<file path="src/rtl/voltmeter_pkg.sv">
// Shared constants for the switch driver.
// Holds the FSM state encoding and the named integrator input select codes.
// No ports.
package voltmeter_pkg;

    typedef logic [1:0] state_t;

    // State encoding. The states are kept as plain constants so that older
    // tools and netlists can still read the encoding.
    localparam state_t ST_OFF   = 2'd0;
    localparam state_t ST_BREAK = 2'd1;
    localparam state_t ST_ON    = 2'd2;

    // Integrator input select codes. SEL_OFF, or any code of NUM_SW or
    // above, opens every switch.
    localparam logic [1:0] SEL_ZERO = 2'd0;
    localparam logic [1:0] SEL_VIN  = 2'd1;
    localparam logic [1:0] SEL_VREF = 2'd2;
    localparam logic [1:0] SEL_OFF  = 2'd3;

endpackage

</file>
<file path="src/rtl/switch_driver_if.sv">
// Request channel from the digital controller to the switch driver.
// Signals:
//   req_valid_i  controller -> driver  request valid
//   req_sel_i    controller -> driver  requested select code
//   req_ready_o  driver -> controller  request can be taken this cycle
//   abort_i      controller -> driver  open all switches, overrides requests
// Modports: master (controller side), slave (driver side).
interface switch_driver_if #(
    parameter int SEL_W = 2
);
    logic             req_valid_i;
    logic [SEL_W-1:0] req_sel_i;
    logic             req_ready_o;
    logic             abort_i;

    modport master (
        output req_valid_i,
        output req_sel_i,
        output abort_i,
        input  req_ready_o
    );

    modport slave (
        input  req_valid_i,
        input  req_sel_i,
        input  abort_i,
        output req_ready_o
    );
endinterface

</file>
<file path="src/rtl/sw_drv_timer.sv">
// Loadable down-counter that saturates at zero.
// One instance is shared by the dead-time and dwell phases, because only one
// of those phases can be active at a time.
// Ports:
//   clk       clock
//   rst       synchronous active-high reset, clears the count
//   load      load load_val this cycle; takes priority over counting
//   load_val  value to load
//   zero      high while the count is zero
module sw_drv_timer #(
    parameter int CNT_W = 8
) (
    input  logic             clk,
    input  logic             rst,
    input  logic             load,
    input  logic [CNT_W-1:0] load_val,
    output logic             zero
);
    logic [CNT_W-1:0] count;

    always_ff @(posedge clk) begin
        if (rst) begin
            count <= '0;
        end else if (load) begin
            count <= load_val;
        end else if (count != '0) begin
            count <= count - CNT_W'(1);
        end
    end

    assign zero = (count == '0);
endmodule

</file>
<file path="src/rtl/switch_driver.sv">
// Break-before-make driver for the integrator input select switches.
// Enforces a dead time with every switch open between any two closed
// switches, and a minimum dwell before a closed switch can be changed.
// Optional macro SWITCH_DRIVER_READBACK_EN adds the sw_fb_i readback check
// and the sticky fault_o flag; without it fault_o is tied low.
// Ports:
//   clk_i, rst_i   clock; synchronous active-high reset
//   req            request channel (switch_driver_if.slave)
//   sw_fb_i        switch feedback (only with SWITCH_DRIVER_READBACK_EN)
//   sw_en_o        registered switch enables, one-hot or zero
//   active_sel_o   select code currently targeted
//   busy_o         high during dead time
//   fault_o        sticky readback fault
//
// state    | meaning
// ST_OFF   | all switches open, ready for a request
// ST_BREAK | dead time, all open, timer counting toward the next target
// ST_ON    | one switch closed, ready again once the dwell timer is zero
module switch_driver
    import voltmeter_pkg::*;
#(
    parameter int NUM_SW      = 3,
    parameter int SEL_W       = 2,
    parameter int DEAD_CYCLES = 4,
    parameter int MIN_DWELL   = 8,
    parameter int CNT_W       = 8
) (
    input  logic              clk_i,
    input  logic              rst_i,
    switch_driver_if.slave    req,
`ifdef SWITCH_DRIVER_READBACK_EN
    input  logic [NUM_SW-1:0] sw_fb_i,
`endif
    output logic [NUM_SW-1:0] sw_en_o,
    output logic [SEL_W-1:0]  active_sel_o,
    output logic              busy_o,
    output logic              fault_o
);
    localparam logic [SEL_W-1:0] NUM_SW_SEL = SEL_W'(NUM_SW);
    localparam logic [CNT_W-1:0] DEAD_LOAD  = CNT_W'(DEAD_CYCLES - 1);
    localparam logic [CNT_W-1:0] DWELL_LOAD = CNT_W'(MIN_DWELL - 1);

    state_t           state;
    logic             timer_zero;
    logic             timer_load;
    logic [CNT_W-1:0] timer_val;
    logic             abort_all;
    logic             accept;
    logic             sel_ok;
    logic             active_ok;
    logic             sel_change;

    function automatic logic [NUM_SW-1:0] onehot(input logic [SEL_W-1:0] s);
        onehot = '0;
        for (int i = 0; i < NUM_SW; i++) begin
            if (s == SEL_W'(i)) onehot[i] = 1'b1;
        end
    endfunction

`ifdef SWITCH_DRIVER_READBACK_EN
    logic fault_q;
    logic fb_abort;
    logic fb_check;
    logic fb_mismatch;

    // Feedback is only meaningful once the switches have settled: idle, or
    // closed with the dwell complete.
    assign fb_check    = (state == ST_OFF) || ((state == ST_ON) && timer_zero);
    assign fb_mismatch = fb_check && (sw_fb_i != sw_en_o);

    // The internal abort is a single pulse on the first mismatch; a held
    // abort would keep reloading the dead time and never reach OFF.
    always_ff @(posedge clk_i) begin
        if (rst_i) begin
            fault_q  <= 1'b0;
            fb_abort <= 1'b0;
        end else begin
            fault_q  <= fault_q | fb_mismatch;
            fb_abort <= fb_mismatch & ~fault_q;
        end
    end

    assign abort_all = req.abort_i | fb_abort;
    assign fault_o   = fault_q;
`else
    assign abort_all = req.abort_i;
    assign fault_o   = 1'b0;
`endif

    assign req.req_ready_o = !abort_all && !fault_o &&
                             ((state == ST_OFF) || ((state == ST_ON) && timer_zero));
    assign accept     = req.req_valid_i && req.req_ready_o;
    assign sel_ok     = (req.req_sel_i < NUM_SW_SEL);
    assign active_ok  = (active_sel_o < NUM_SW_SEL);
    assign sel_change = (req.req_sel_i != active_sel_o);
    assign busy_o     = (state == ST_BREAK);

    always_comb begin
        timer_load = 1'b0;
        timer_val  = DEAD_LOAD;
        case (state)
            ST_OFF: begin
                if (accept && sel_ok) begin
                    timer_load = 1'b1;
                    timer_val  = DWELL_LOAD;
                end
            end
            ST_ON: begin
                if (abort_all || (accept && sel_change)) begin
                    timer_load = 1'b1;
                end
            end
            ST_BREAK: begin
                if (abort_all) begin
                    timer_load = 1'b1;
                end else if (timer_zero && active_ok) begin
                    timer_load = 1'b1;
                    timer_val  = DWELL_LOAD;
                end
            end
            default: ;
        endcase
    end

    always_ff @(posedge clk_i) begin
        if (rst_i) begin
            state        <= ST_OFF;
            sw_en_o      <= '0;
            active_sel_o <= '1;
        end else begin
            case (state)
                ST_OFF: begin
                    if (accept && sel_ok) begin
                        state        <= ST_ON;
                        active_sel_o <= req.req_sel_i;
                        sw_en_o      <= onehot(req.req_sel_i);
                    end
                end
                ST_ON: begin
                    if (abort_all) begin
                        state        <= ST_BREAK;
                        active_sel_o <= '1;
                        sw_en_o      <= '0;
                    end else if (accept && sel_change) begin
                        state        <= ST_BREAK;
                        active_sel_o <= req.req_sel_i;
                        sw_en_o      <= '0;
                    end
                end
                ST_BREAK: begin
                    if (abort_all) begin
                        active_sel_o <= '1;
                    end else if (timer_zero) begin
                        if (active_ok) begin
                            state   <= ST_ON;
                            sw_en_o <= onehot(active_sel_o);
                        end else begin
                            state <= ST_OFF;
                        end
                    end
                end
                default: begin
                    state        <= ST_OFF;
                    sw_en_o      <= '0;
                    active_sel_o <= '1;
                end
            endcase
        end
    end

    sw_drv_timer #(
        .CNT_W(CNT_W)
    ) u_timer (
        .clk      (clk_i),
        .rst      (rst_i),
        .load     (timer_load),
        .load_val (timer_val),
        .zero     (timer_zero)
    );
endmodule

</file>
<file path="src/flat_wrapper.sv">
// flat-port wrapper written by rule: the top's interface ports become plain ports
module switch_driver_flat import voltmeter_pkg::*;
#(
    parameter int NUM_SW      = 3,
    parameter int SEL_W       = 2,
    parameter int DEAD_CYCLES = 4,
    parameter int MIN_DWELL   = 8,
    parameter int CNT_W       = 8
)
  (clk_i, rst_i, sw_en_o, active_sel_o, busy_o, fault_o, req_req_valid_i, req_req_sel_i, req_abort_i, req_req_ready_o);
  switch_driver_if #(.SEL_W(SEL_W)) req_i ();
  input  logic clk_i;
  input  logic rst_i;
  output logic [NUM_SW-1:0] sw_en_o;
  output logic [SEL_W-1:0] active_sel_o;
  output logic busy_o;
  output logic fault_o;
  input wire logic [$bits(req_i.req_valid_i)-1:0] req_req_valid_i;
  input wire logic [$bits(req_i.req_sel_i)-1:0] req_req_sel_i;
  input wire logic [$bits(req_i.abort_i)-1:0] req_abort_i;
  output wire logic [$bits(req_i.req_ready_o)-1:0] req_req_ready_o;
  assign req_i.req_valid_i = req_req_valid_i;
  assign req_i.req_sel_i = req_req_sel_i;
  assign req_i.abort_i = req_abort_i;
  assign req_req_ready_o = req_i.req_ready_o;
  switch_driver #(.NUM_SW(NUM_SW), .SEL_W(SEL_W), .DEAD_CYCLES(DEAD_CYCLES), .MIN_DWELL(MIN_DWELL), .CNT_W(CNT_W)) u_core (.clk_i(clk_i), .rst_i(rst_i), .req(req_i), .sw_en_o(sw_en_o), .active_sel_o(active_sel_o), .busy_o(busy_o), .fault_o(fault_o));
endmodule
</file>
<file path="config.mk">
export PLATFORM = sky130hd
export DESIGN_NAME = switch_driver_flat
export DESIGN_NICKNAME = d
export VERILOG_FILES = /design/src/rtl/voltmeter_pkg.sv /design/src/rtl/switch_driver_if.sv /design/src/rtl/sw_drv_timer.sv /design/src/rtl/switch_driver.sv /design/src/flat_wrapper.sv
export SDC_FILE = /design/constraint.sdc
export NUM_CORES = 1
export LEC_CHECK = 0
export CAP_MARGIN = 15
export CORE_ASPECT_RATIO = 0.6
export CORE_MARGIN = 1.5
export CORE_UTILIZATION = 29
export DETAILED_ROUTE_END_ITERATION = 10
export PLACE_DENSITY_LB_ADDON = 0.12
export SLEW_MARGIN = 20
export SYNTH_ARGS = -nofsm -noshare
export SYNTH_HDL_FRONTEND = slang
export SYNTH_HIERARCHICAL = 1
export SYNTH_SLANG_ARGS = --single-unit
</file>
<file path="constraint.sdc">
create_clock -name clk_i -period 6 [get_ports clk_i]
set_input_delay 0.9 -clock clk_i [delete_from_list [all_inputs] [get_ports clk_i]]
set_output_delay 0.9 -clock clk_i [all_outputs]
set_load 0.01 [all_outputs]
</file>
-- Word-level counts from Yosys, hierarchy flattened
Index checks and enable logic that the tools add are counted.
W data, S select, Z words.
- bits in registers: 15
- output and inout port bits: 8
- add/sub/neg operators: 1
- order comparisons: 2
- equal/unequal tests: 13
- muxes and demuxes: 36
- reductions and logical operators: 18
- operator list (operator ; count):
    $mux W3 ; 8
    $mux W8 ; 3
    $mux W2 ; 10
    $pmux W8 S2 ; 1
    $pmux W2 S3 ; 2
    $mux W1 ; 10
    $pmux W3 S3 ; 1
    $logic_not A8 Y1 ; 1
    $reduce_bool A8 Y1 ; 1
    $sub A8 B1 Y8 const B ; 1
    $eq A2 B1 Y1 const B ; 3
    $eq A2 B2 Y1 const B ; 3
    $logic_and A1 B1 Y1 ; 6
    $logic_not A2 Y1 ; 3
    $ne A2 B1 Y1 const B ; 3
    $reduce_and A5 Y1 ; 1
    $lt A2 B2 Y1 const B ; 2
    $ne A2 B2 Y1 const B ; 2
    $reduce_and A4 Y1 ; 1
    $ne A3 B3 Y1 const B ; 1
    $pmux W1 S3 ; 1
    $reduce_and A3 Y1 ; 1
    $logic_or A1 B1 Y1 ; 2
    $ne A2 B2 Y1 ; 1
    other kinds (2) ; 2

-- Longest topological paths before layout
- depth after elaboration: 10
- mapped depth: 12

-- Cells and area by module
The synthesis kept the hierarchy.
- modules (own cells, without submodules) (module ; times used ; cells an instance ; area each (sq um) ; seq. area each (sq um)):
    switch_driver ; 1 ; 79 ; 576.8 ; 140.1
    sw_drv_timer ; 1 ; 53 ; 475.5 ; 160.2

-- Worst setup path after synthesis
OpenSTA, ideal clock, no wires.
- kind: input to register
- from: input port req_req_sel_i[1]
- to: register u_core.u_timer.count[0]
- arrival: 2.344 ns
- data required time: 5.870 ns
- slack: 3.526 ns
- cell stages on the path: 9
- cell sequence: buf_2 -> xor2_1 -> o211ai_2 -> a32o_1 -> nor2_1 -> clkbuf_1 -> nor3_1 -> nand2_1 -> o211ai_2
- cells in the longest elaborated chain, start to end: 6
- ends and longest elaborated chain (item ; RTL line ; text):
    from (decl) ; flat_wrapper.sv:19 ; input wire logic [$bits(req_i.req_sel_i)-1:0] req_req_sel_i;
    $ne A2 B2 Y1 ; switch_driver.sv:95 ; assign sel_change = (req.req_sel_i != active_sel_o);
    $logic_and A1 B1 Y1 ; switch_driver.sv:109 ; if (abort_all || (accept && sel_change)) begin
    $logic_or A1 B1 Y1 ; switch_driver.sv:109 ;
    $mux W1 ; switch_driver.sv:109 ;
    $pmux W1 S3 * ; switch_driver.sv:101 ; case (state)
    via u_core.timer_load ; switch_driver.sv:45 ; logic timer_load;
    $mux W8 or $reduce_bool A2 Y1 (tied branches) ; n/a ;
    to (signal assigned) ; sw_drv_timer.sv:25 ; count <= load_val;
    to (signal assigned) ; sw_drv_timer.sv:27 ; count <= count - CNT_W'(1);
    to (decl) ; sw_drv_timer.sv:19 ; logic [CNT_W-1:0] count;
Mark *: on every way through the listed nets, which the timed path passes. The rest lies on a longest branch.
A chain may end at the register's enable or synchronous reset.

-- Worst setup path in the final report
- from: input port req_abort_i
- to: output port req_req_ready_o
- cells in the longest elaborated chain, start to end: 2
- ends and longest elaborated chain (item ; RTL line ; text):
    from (decl) ; flat_wrapper.sv:20 ; input wire logic [$bits(req_i.abort_i)-1:0] req_abort_i;
    $logic_not A1 Y1 ; switch_driver.sv:90 ; assign req.req_ready_o = !abort_all && !fault_o &&
    $logic_and A1 B1 Y1 ; switch_driver.sv:90 ;
    to (decl) ; flat_wrapper.sv:21 ; output wire logic [$bits(req_i.req_ready_o)-1:0] req_req_ready_o;
No other way between the ends.

==> results.json <==
{
  "grt_pass1_vias": 821,
  "synth_area_um2": 1050,
  "row_count": 16,
  "synth_top_cell_area_share_pct": 28.5,
  "hold_viol": 0,
  "maxCapViolCount": 0,
  "synth_largest_area_cell": "dfxtp_1",
  "syn_inst": 132,
  "cts_tree": "done",
  "nNetsFinal": 151,
  "wl_um": 2430,
  "synth_warnings": 6,
  "via_per_inst": 5.33,
  "final_area_um2": 1240,
  "setup_viol": 0,
  "period_share_pct": 58.8,
  "grt_pass1_wl_um": 3920,
  "cts_resized": 0,
  "cts_sinks": 15,
  "diodes": 0,
  "area_growth_pct": 18.0,
  "ys_async_sr_fraction_pct": 0,
  "ys_seq_elements": 15,
  "vdd_drop_max_uv": 151,
  "antenna_found_initial": 0,
  "cp.buffers_inverters": 2,
  "crit_required_ns": 5.10,
  "final_common_cell": "dfxtp_1",
  "die_h_um": 49.7,
  "io_buffers": 12,
  "cts_buffers": 3,
  "arrival_ns": 2.63,
  "wire_per_inst_um": 12.9,
  "synthFlopType": "dfxtp_1",
  "rsz0062_at_grt": "false",
  "period_needed_ns": 3.53,
  "htreeDepth": 1,
  "synth_cell_type_count": 47,
  "critPathCaptureType": "output port",
  "num_vias": 1002,
  "cts_hold_buf": 0,
  "powerDensity_nw_per_um2": 375,
  "start_util_pct": 31.3,
  "setup_tns_ns": 0,
  "critical_path.cell_chain": "clkdlybuf4s50_1, nor2_1, a21boi_0, clkdlybuf4s50_1",
  "crit_path_frequent_cell": "clkdlybuf4s50_1",
  "slew_headroom_pct": 45.9,
  "drc": 0,
  "p_leak_nw": 0.465,
  "detailedPlacementHpwl_um": 1770,
  "hp-class": "reg2reg",
  "cts.path.max_buffers": 2,
  "worstPathMaxFanout": 14,
  "crit_family": "buffers and inverters",
  "num_io_pins": 14,
  "grt_max_degree": 21,
  "ys_seq_area_share_pct": 28.5,
  "syn_avg_cell_area_um2": 7.97,
  "layout_common_cells": "15 x dfxtp_1, 12 x clkdlybuf4s50_1, 11 x nand2_1",
  "cp-start-kind": "input pin",
  "cts_root_buf": "clkbuf_8",
  "path_clk_slew_ns": 0.06,
  "first_pass_iters": 4,
  "grt-ovfl-total": 0,
  "ant_nets": 0,
  "track_usage_pct": 13.0,
  "worst_hold_slack_ns": 0.499,
  "clock_skew_ns": 0.00438,
  "drv_slew": 0,
  "first_iter_violations": 57,
  "core-area_um2": 3360,
  "critPathSlowestCell": "clkdlybuf4s50_1",
  "drive_above_1_share_pct": 6.99,
  "worst_pin_slew_ns": 0.808,
  "fmax_mhz": 284,
  "cts_setup_buffers": 0,
  "crit_path_max_incr_delay_ns": 0.63,
  "die_area_um2": 4010,
  "gp_congestion": 0.829,
  "die_w_um": 80.8,
  "place_area_um2": 1190,
  "yosys-top-cells-area": "dfxtp_1 29%, nor3_1 4.3%, nand2_1 3.9%, mux2i_1 3.8%, nor2_1 3.6%",
  "clk_latency_ns": 0.25,
  "path_class": "in2out",
  "outcome": "completed",
  "synth-edff-count": 0
}
==> power by group <==
part,internal [mW],leakage [nW],switching (mW)
Clock,0.0460,0.0255,0.0369
Sequential,0.128,0.124,0.0411
Combinational,0.104,0.316,0.109
==> synthesized netlist by cell type, drive strengths merged (3+ instances only) <==
master	n
a21boi	4
a21oi	4
buf	5
clkbuf	6
dfxtp	15
inv	7
mux2i	4
nand2	11
nand3	3
nor2	10
nor2b	3
nor3	9
o211ai	5
o32ai	4
or2	3
or4	3
xnor2	3
xor2	3
==> worst min-delay path: cells and delay by family (launching register included) <==
kind / cells / cell delay, ns
compound gates: 1 / 0.07
flops: 1 / 0.32
simple gates: 1 / 0.06
==> through the flow <==
step,cells,power [mW],setup slack [ns],util [%]
detailed placement,184,0.382,2.50,35.5
global route,188,0.506,2.35,36.9
CTS,188,0.469,2.48,36.9
finish,188,0.465,2.47,36.9
global placement,184,0.381,2.51,35.5
floorplan,138,0.342,3.53,-
==> cell type report <==
class | count | area [um2]
timing repair buffer | 12 | 120
tap | 45 | 56.3
sequential | 15 | 300
inverter | 7 | 26.3
clock buffer | 3 | 41.3
fill | 362 | 2120
clock inverter | 1 | 5.00
multi-input combinational | 105 | 692
==> logic make-up (layout without fill, tap and decap cells) <==
family,Yosys count,count (layout),share of synthesized area [%]
and+or+nand+nor,52,52,27.9
AOI/OAI and AO/OA,34,34,25.0
buffers and inverters,18,23,7.85
DFF,15,15,28.5
xor gates and xnor gates,6,6,4.99
muxes,4,4,3.81
other,2,8,0.714
adders and majority gates,1,1,1.19
==> flip-flops by register name, summed over array words and instances, names as in the netlist <==
| name | count |
|---|---|
| u_core/active_sel_o | 2 |
| u_core/state | 2 |
| u_core/u_timer/count | 8 |
| u_core/sw_en_o | 3 |
==> worst paths after layout <==
| check | cells past startpoint | from | slack (ns) | end |
|---|---|---|---|---|
| worst max-delay path | 4 | req_abort_i | 2.47 | req_req_ready_o |
| worst min-delay path | 2 | u_core/sw_en_o[0] | 0.50 | u_core/sw_en_o[0] |
| worst max register to register | 8 | u_core/u_timer/count[3] | 2.92 | u_core/u_timer/count[5] |
| worst min register to register | 2 | u_core/sw_en_o[0] | 0.50 | u_core/sw_en_o[0] |
==> layer usage <==
layer | global-route usage, % | wire length [um] | vias up | part of all wire [%]
li1 | - | - | 498 | -
met1 | 19.3 | 1320 | 471 | 54
met2 | 16.8 | 930 | 29 | 38
met3 | 5.00 | 153 | 4 | 6.3
met4 | 4.31 | 22 | 0 | 0.91
met5 | 0 | 0 | - | 0
(Power assumes the default switching activity.)
